`config.mk`:
```
export PLATFORM = sky130hd
export DESIGN_NAME = hard_out_sequencer_flat
export DESIGN_NICKNAME = d
export VERILOG_FILES = /design/src/rtl/hard_out_sequencer_if.sv /design/src/rtl/hard_out_sequencer.sv /design/src/flat_wrapper.sv
export SDC_FILE = /design/constraint.sdc
export NUM_CORES = 1
export LEC_CHECK = 0
export BUFFER_PORTS_ARGS = -buffer_cell sky130_fd_sc_hd__buf_2
export CAP_MARGIN = 20
export CORE_UTILIZATION = 50
export DETAILED_ROUTE_END_ITERATION = 10
export PLACE_DENSITY = 0.73
export SLEW_MARGIN = 10
export SYNTH_ARGS = -nofsm -noshare
export SYNTH_HDL_FRONTEND = slang
export SYNTH_SLANG_ARGS = --single-unit
```
`constraint.sdc`:
```
create_clock -name clk -period 4.2 [get_ports clk]
set_input_delay 0.21 -clock clk [delete_from_list [all_inputs] [get_ports clk]]
set_output_delay 0.21 -clock clk [all_outputs]
set_load 0.01 [all_outputs]
```
`src/rtl/hard_out_sequencer_if.sv`:
```
// Control/status bundle between a sequence controller and hard_out_sequencer.
interface hard_out_sequencer_if #(
  parameter int WIDTH    = 32,
  parameter int CHANNELS = 3,
  parameter int STEPS    = 4
);
  localparam int STEP_W = $clog2(STEPS + 1);

  logic                      start;
  logic                      reload;
  logic                      hold;
  logic [WIDTH-1:0]          sel;
  logic [CHANNELS*WIDTH-1:0] out_bus;
  logic [STEP_W-1:0]         step;
  logic                      busy;
  logic                      done;

  modport master (output start, reload, hold, sel,
                  input  out_bus, step, busy, done);
  modport slave  (input  start, reload, hold, sel,
                  output out_bus, step, busy, done);
endinterface

```
`src/rtl/hard_out_sequencer.sv`:
```
// Multi-channel output sequencer: loads per-channel seeds, then on each
// accepted start applies STEPS additive updates (fixed odd stride or sel).

// One output channel: seed load or modular accumulate.
module hos_lane #(
  parameter int WIDTH     = 32,
  parameter int IDX       = 0,
  parameter int INIT_BASE = 10
) (
  input  logic             clk,
  input  logic             reset,
  input  logic             load,
  input  logic             upd,
  input  logic             use_sel,
  input  logic [WIDTH-1:0] sel_q,
  output logic [WIDTH-1:0] q
);
  localparam logic [WIDTH-1:0] INIT_VAL = WIDTH'(INIT_BASE * (IDX + 1));
  localparam logic [WIDTH-1:0] STRIDE   = WIDTH'(2 * IDX + 1);

  // Channel register; additions wrap silently.
  always_ff @(posedge clk or negedge reset) begin
    if (!reset)    q <= '0;
    else if (load) q <= INIT_VAL;
    else if (upd)  q <= q + (use_sel ? sel_q : STRIDE);
  end
endmodule

module hard_out_sequencer #(
  parameter int WIDTH     = 32,
  parameter int CHANNELS  = 3,
  parameter int STEPS     = 4,
  parameter int INIT_BASE = 10
) (
  input  logic             clk,
  input  logic             reset,
  hard_out_sequencer_if.slave bus
);
  localparam int STEP_W = $clog2(STEPS + 1);
  localparam logic [STEP_W-1:0] LAST = STEP_W'(STEPS - 1);

  typedef enum logic [7:0] {
    INIT = 8'd0,
    IDLE = 8'd1,
    RUN  = 8'd2,
    DONE = 8'd3
  } state_t;

  state_t                        state, state_nxt;
  logic [WIDTH-1:0]              sel_q;
  logic [STEP_W-1:0]             step_q;
  logic [CHANNELS-1:0][WIDTH-1:0] chan;
  logic                          load_init, accept, upd, sel_nz;

  // State register; reset lands in INIT so the seeds load on the first edge.
  always_ff @(posedge clk or negedge reset) begin
    if (!reset) state <= INIT;
    else        state <= state_nxt;
  end

  // Next state; reload beats start in IDLE, stray encodings recover via INIT.
  always_comb begin
    state_nxt = INIT;
    case (state)
      INIT: state_nxt = IDLE;
      IDLE: state_nxt = bus.reload ? INIT : (bus.start ? RUN : IDLE);
      RUN:  state_nxt = (!bus.hold && step_q == LAST) ? DONE : RUN;
      DONE: state_nxt = IDLE;
      default: state_nxt = INIT;
    endcase
  end

  // Decoded strobes and status, all derived from the state register.
  always_comb begin
    load_init = (state == INIT);
    accept    = (state == IDLE) && !bus.reload && bus.start;
    upd       = (state == RUN) && !bus.hold;
    bus.busy  = (state == RUN);
    bus.done  = (state == DONE);
  end

  // Step counter and selector capture; sel_q stays frozen for the whole run.
  always_ff @(posedge clk or negedge reset) begin
    if (!reset) begin
      step_q <= '0;
      sel_q  <= '0;
    end else if (load_init) begin
      step_q <= '0;
    end else if (accept) begin
      step_q <= '0;
      sel_q  <= bus.sel;
    end else if (upd) begin
      step_q <= step_q + STEP_W'(1);
    end
  end

  assign sel_nz = (sel_q != '0);

  for (genvar i = 0; i < CHANNELS; i++) begin : g_lane
    hos_lane #(.WIDTH(WIDTH), .IDX(i), .INIT_BASE(INIT_BASE)) u_lane (
      .clk     (clk),
      .reset   (reset),
      .load    (load_init),
      .upd     (upd),
      .use_sel (sel_nz),
      .sel_q   (sel_q),
      .q       (chan[i])
    );
  end

  assign bus.out_bus = chan;
  assign bus.step    = step_q;
endmodule

```
`src/flat_wrapper.sv`:
```
// flat-port wrapper written by rule: the top's interface ports become plain ports
module hard_out_sequencer_flat 
#(
  parameter int WIDTH     = 32,
  parameter int CHANNELS  = 3,
  parameter int STEPS     = 4,
  parameter int INIT_BASE = 10
)
  (clk, reset, bus_start, bus_reload, bus_hold, bus_sel, bus_out_bus, bus_step, bus_busy, bus_done);
  hard_out_sequencer_if #(.WIDTH(WIDTH), .CHANNELS(CHANNELS), .STEPS(STEPS)) bus_i ();
  input  logic clk;
  input  logic reset;
  input wire logic [$bits(bus_i.start)-1:0] bus_start;
  input wire logic [$bits(bus_i.reload)-1:0] bus_reload;
  input wire logic [$bits(bus_i.hold)-1:0] bus_hold;
  input wire logic [$bits(bus_i.sel)-1:0] bus_sel;
  output wire logic [$bits(bus_i.out_bus)-1:0] bus_out_bus;
  output wire logic [$bits(bus_i.step)-1:0] bus_step;
  output wire logic [$bits(bus_i.busy)-1:0] bus_busy;
  output wire logic [$bits(bus_i.done)-1:0] bus_done;
  assign bus_i.start = bus_start;
  assign bus_i.reload = bus_reload;
  assign bus_i.hold = bus_hold;
  assign bus_i.sel = bus_sel;
  assign bus_out_bus = bus_i.out_bus;
  assign bus_step = bus_i.step;
  assign bus_busy = bus_i.busy;
  assign bus_done = bus_i.done;
  hard_out_sequencer #(.WIDTH(WIDTH), .CHANNELS(CHANNELS), .STEPS(STEPS), .INIT_BASE(INIT_BASE)) u_core (.clk(clk), .reset(reset), .bus(bus_i));
endmodule
```
==> out/results.ini <==
[worst_setup_path]
start_kind=flop
arrival_ns=4.35
worst-path-max-fanout=3
cpPeakStageDelay_ns=0.44
cp_slowest_cell=a311oi_4
critPathCaptureType=flop
critical-path-top-delay-family=adder cells
path_buf_inv=2
crit_chain=nor4_4, buf_4, nand4_1, nor2_4, or2_4, buf_4, ha_1, ha_1, a21oi_4, o21bai_1, maj3_2, a311oi_4, o21ai_2, maj3_2, a221o_1, maj3_2, xnor2_1, o21ai_1
cpMostUsedCell=maj3_2
critical_path_required_ns=4.50
path_class=reg -> reg

[sta]
slew_violations=0
report.final.hold_viol_count=0
slew_headroom_pct=25.26
fin_crit_sh_pct=96.54
max_freq_mhz=246.6
setup_ws_ns=0.1453
worst_pin_slew_ns=1.119
skew_ns=0.008597
fin_crit_ns=4.055
final-setup-viol-count=0

[logic_synthesis]
syn_avg_cell_area_um2=8.165
synth_cells=1360
ys_seq_elements=133
synth_area_leaders=dfrtp_1 30%, xnor2_1 6.9%, a21oi_1 5.5%
synth_nets=1433
synth_edf_count=0
netlist_area_um2=11100
ys_seq_area_share_pct=29.97
ys_types=76
synth_warnings=0
yosysTopAreaCellShare_pct=29.97
yosys.area.top_type=dfrtp_1
asyncSetResetFlopFracSynth_pct=100.0
synth-main-ff-cell=dfrtp_1

[floorplanning]
io_pins=138
design.core.area_um2=21820
fp-row-count=54
die_h_um=151.0
die-area_um2=22810
die_w_um=151.0
start_util_pct=50.88

[route]
vias_per_cell=6.079
ant_nets=0
drt_iter0_drc=919
dr_total_vias=10800
dr.pass1.iters=5
wl_per_cell_um=18.27
drt-total-wl_mm=32.46
drc=0

[cells_and_area]
final_core_util_pct=59.79
design_area_um2=13050
diodes=0
final_cells=1777
finalNetCount=1557
syn_to_final_growth_pct=17.50
drive_above_1_share_pct=22.91
fillerInstances=1964

[global_route]
grt_use_total_pct=28.86
gr-total-overflow=0
grt_max_degree=104
antenna_found_initial=0
grt_pass1_wl_mm=51.01
grt_pass1_vias=10010

[place]
io_buffers=137
pre_cts_ws_ns=-0.2593
place_area_um2=12230
place_inst=1738
dpl.hpwl_mm=23.04
place_congestion=0.9228

[cts]
cts_sinks=133
clk_latency_ns=0.43
cts_made_buffers=17
h-tree-depth=4
clk_pin_slew_worst_paths_ns=0.06
cts_tree=built
clockBufferDepth=2
root_buffer=clkbuf_16

[status]
outcome=finished clean

[pwr]
p_per_area_nw_per_um2=669.1
leakage_nw=5.619
power_mw=8.730
vdd_drop_max_mv=0.4407

[run]
max_cap_viol_count=0

[hold_path]
hold_path.class=in -> reg

[metal layers]
layer / GRT usage, % / up-vias / routed length (um)
met5: 0 / - / 0
li1: - / 5143 / -
met2: 45.83 / 378 / 15200
met1: 38.75 / 5214 / 14070
met4: 11.35 / 0 / 879
met3: 5.271 / 67 / 2301
[layout by cell type (no fill, tap or decap), types with 27 or more instances in the layout]
cell and n:
nand3_1 27, ha_1 31, xor2_1 65, mux2_2 32, nor2_1 109, buf_4 72, o21ai_0 102, buf_2 136
or3_1 57, nand2_1 121, xnor2_1 88, dfrtp_1 133, maj3_1 38, a21oi_1 116, a31oi_1 28
[stage by stage]
stage / hold WS [ns] / TNS [ns]
detailed placement: 0.4215 / -1.573
floorplan: -0.08559 / 0
global route: 0.01500 / -0.0006057
CTS: 0.004058 / 0
finish: 0.008006 / 0
global placement: 0.4118 / -0.7947
[Yosys cell counts (all sizes together), types with 5 or more instances]
master	instances
and3	8
nand4	8
a211oi	8
dfrtp	133
nor2b	8
xor2	65
o211ai	14
o22ai	11
and2	14
buf	32
o21a	13
a31oi	28
nor4	14
maj3	45
clkbuf	75
o21ai	109
nand2	121
nor2	112
nand3	27
mux2i	5
nand2b	5
or3	57
a221oi	8
a21o	17
mux2	32
or2	16
ha	35
a22o	6
o31ai	9
o21bai	10
inv	24
a22oi	8
a21oi	123
nor3	14
xnor2	88
[area by class of cell]
class	instances	area, um^2	share of cell area, %
multi-input cells	1095	7442	57.04
flip-flops and latches	133	3328	25.51
repair buffers	212	1262	9.676
clock buffers	20	466.7	3.577
well taps	280	350.3	2.685
clock inverters	12	103.9	0.7959
inverters	25	93.84	0.7192
[flip-flops by register name (all words and copies together), names as in the netlist]
signal and cells:
u_core.bus.step 3, u_core.sel_q 32, u_core.state 2, u_core.g_lane.u_lane.q 96
[power by group]
group | switching (mW) | total [mW] | internal, mW | leakage (nW)
registers | 0.414 | 2.03 | 1.61 | 1.75
logic | 3.16 | 5.23 | 2.08 | 3.59
clock network | 0.613 | 1.47 | 0.859 | 0.278
[final timing paths]
kind | cells past startpoint | start | to | slack (ns)
max in group asynchronous | 3 | reset | u_core.g_lane[1].u_lane.q[12]$_DFFE_PN0P_ | 2.67
hold / removal | 2 | bus_sel[0] | u_core.sel_q[0]$_DFFE_PN0P_ | 0.008
setup / recovery | 18 | u_core.sel_q[0]$_DFFE_PN0P_ | u_core.g_lane[2].u_lane.q[24]$_DFFE_PN0P_ | 0.15
setup reg to reg | 18 | u_core.sel_q[0]$_DFFE_PN0P_ | u_core.g_lane[2].u_lane.q[24]$_DFFE_PN0P_ | 0.15
min in group asynchronous | 2 | reset | u_core.g_lane[0].u_lane.q[23]$_DFFE_PN0P_ | 0.48
hold reg to reg | 2 | u_core.g_lane[0].u_lane.q[27]$_DFFE_PN0P_ | u_core.g_lane[0].u_lane.q[27]$_DFFE_PN0P_ | 0.52
[cell families after synthesis]
| family | count (synthesis) | share of synthesized area, % |
|---|---|---|
| xor+xnor | 153 | 12.07 |
| compound gates | 406 | 22.99 |
| buf+inv | 132 | 4.969 |
| mux | 37 | 3.696 |
| flops | 133 | 29.97 |
| fa+ha+maj | 81 | 8.237 |
| simple gates | 418 | 18.07 |
[what timing repair did]
action,4_1_cts,5_1_grt
setup buffers,2,2
pin swaps,6,20
hold buffers,2,1
setup endpoints to repair,22,31
hold endpoints to repair,101,1
gates resized for setup,9,32
No activity file was read; power rests on OpenSTA's default activity.
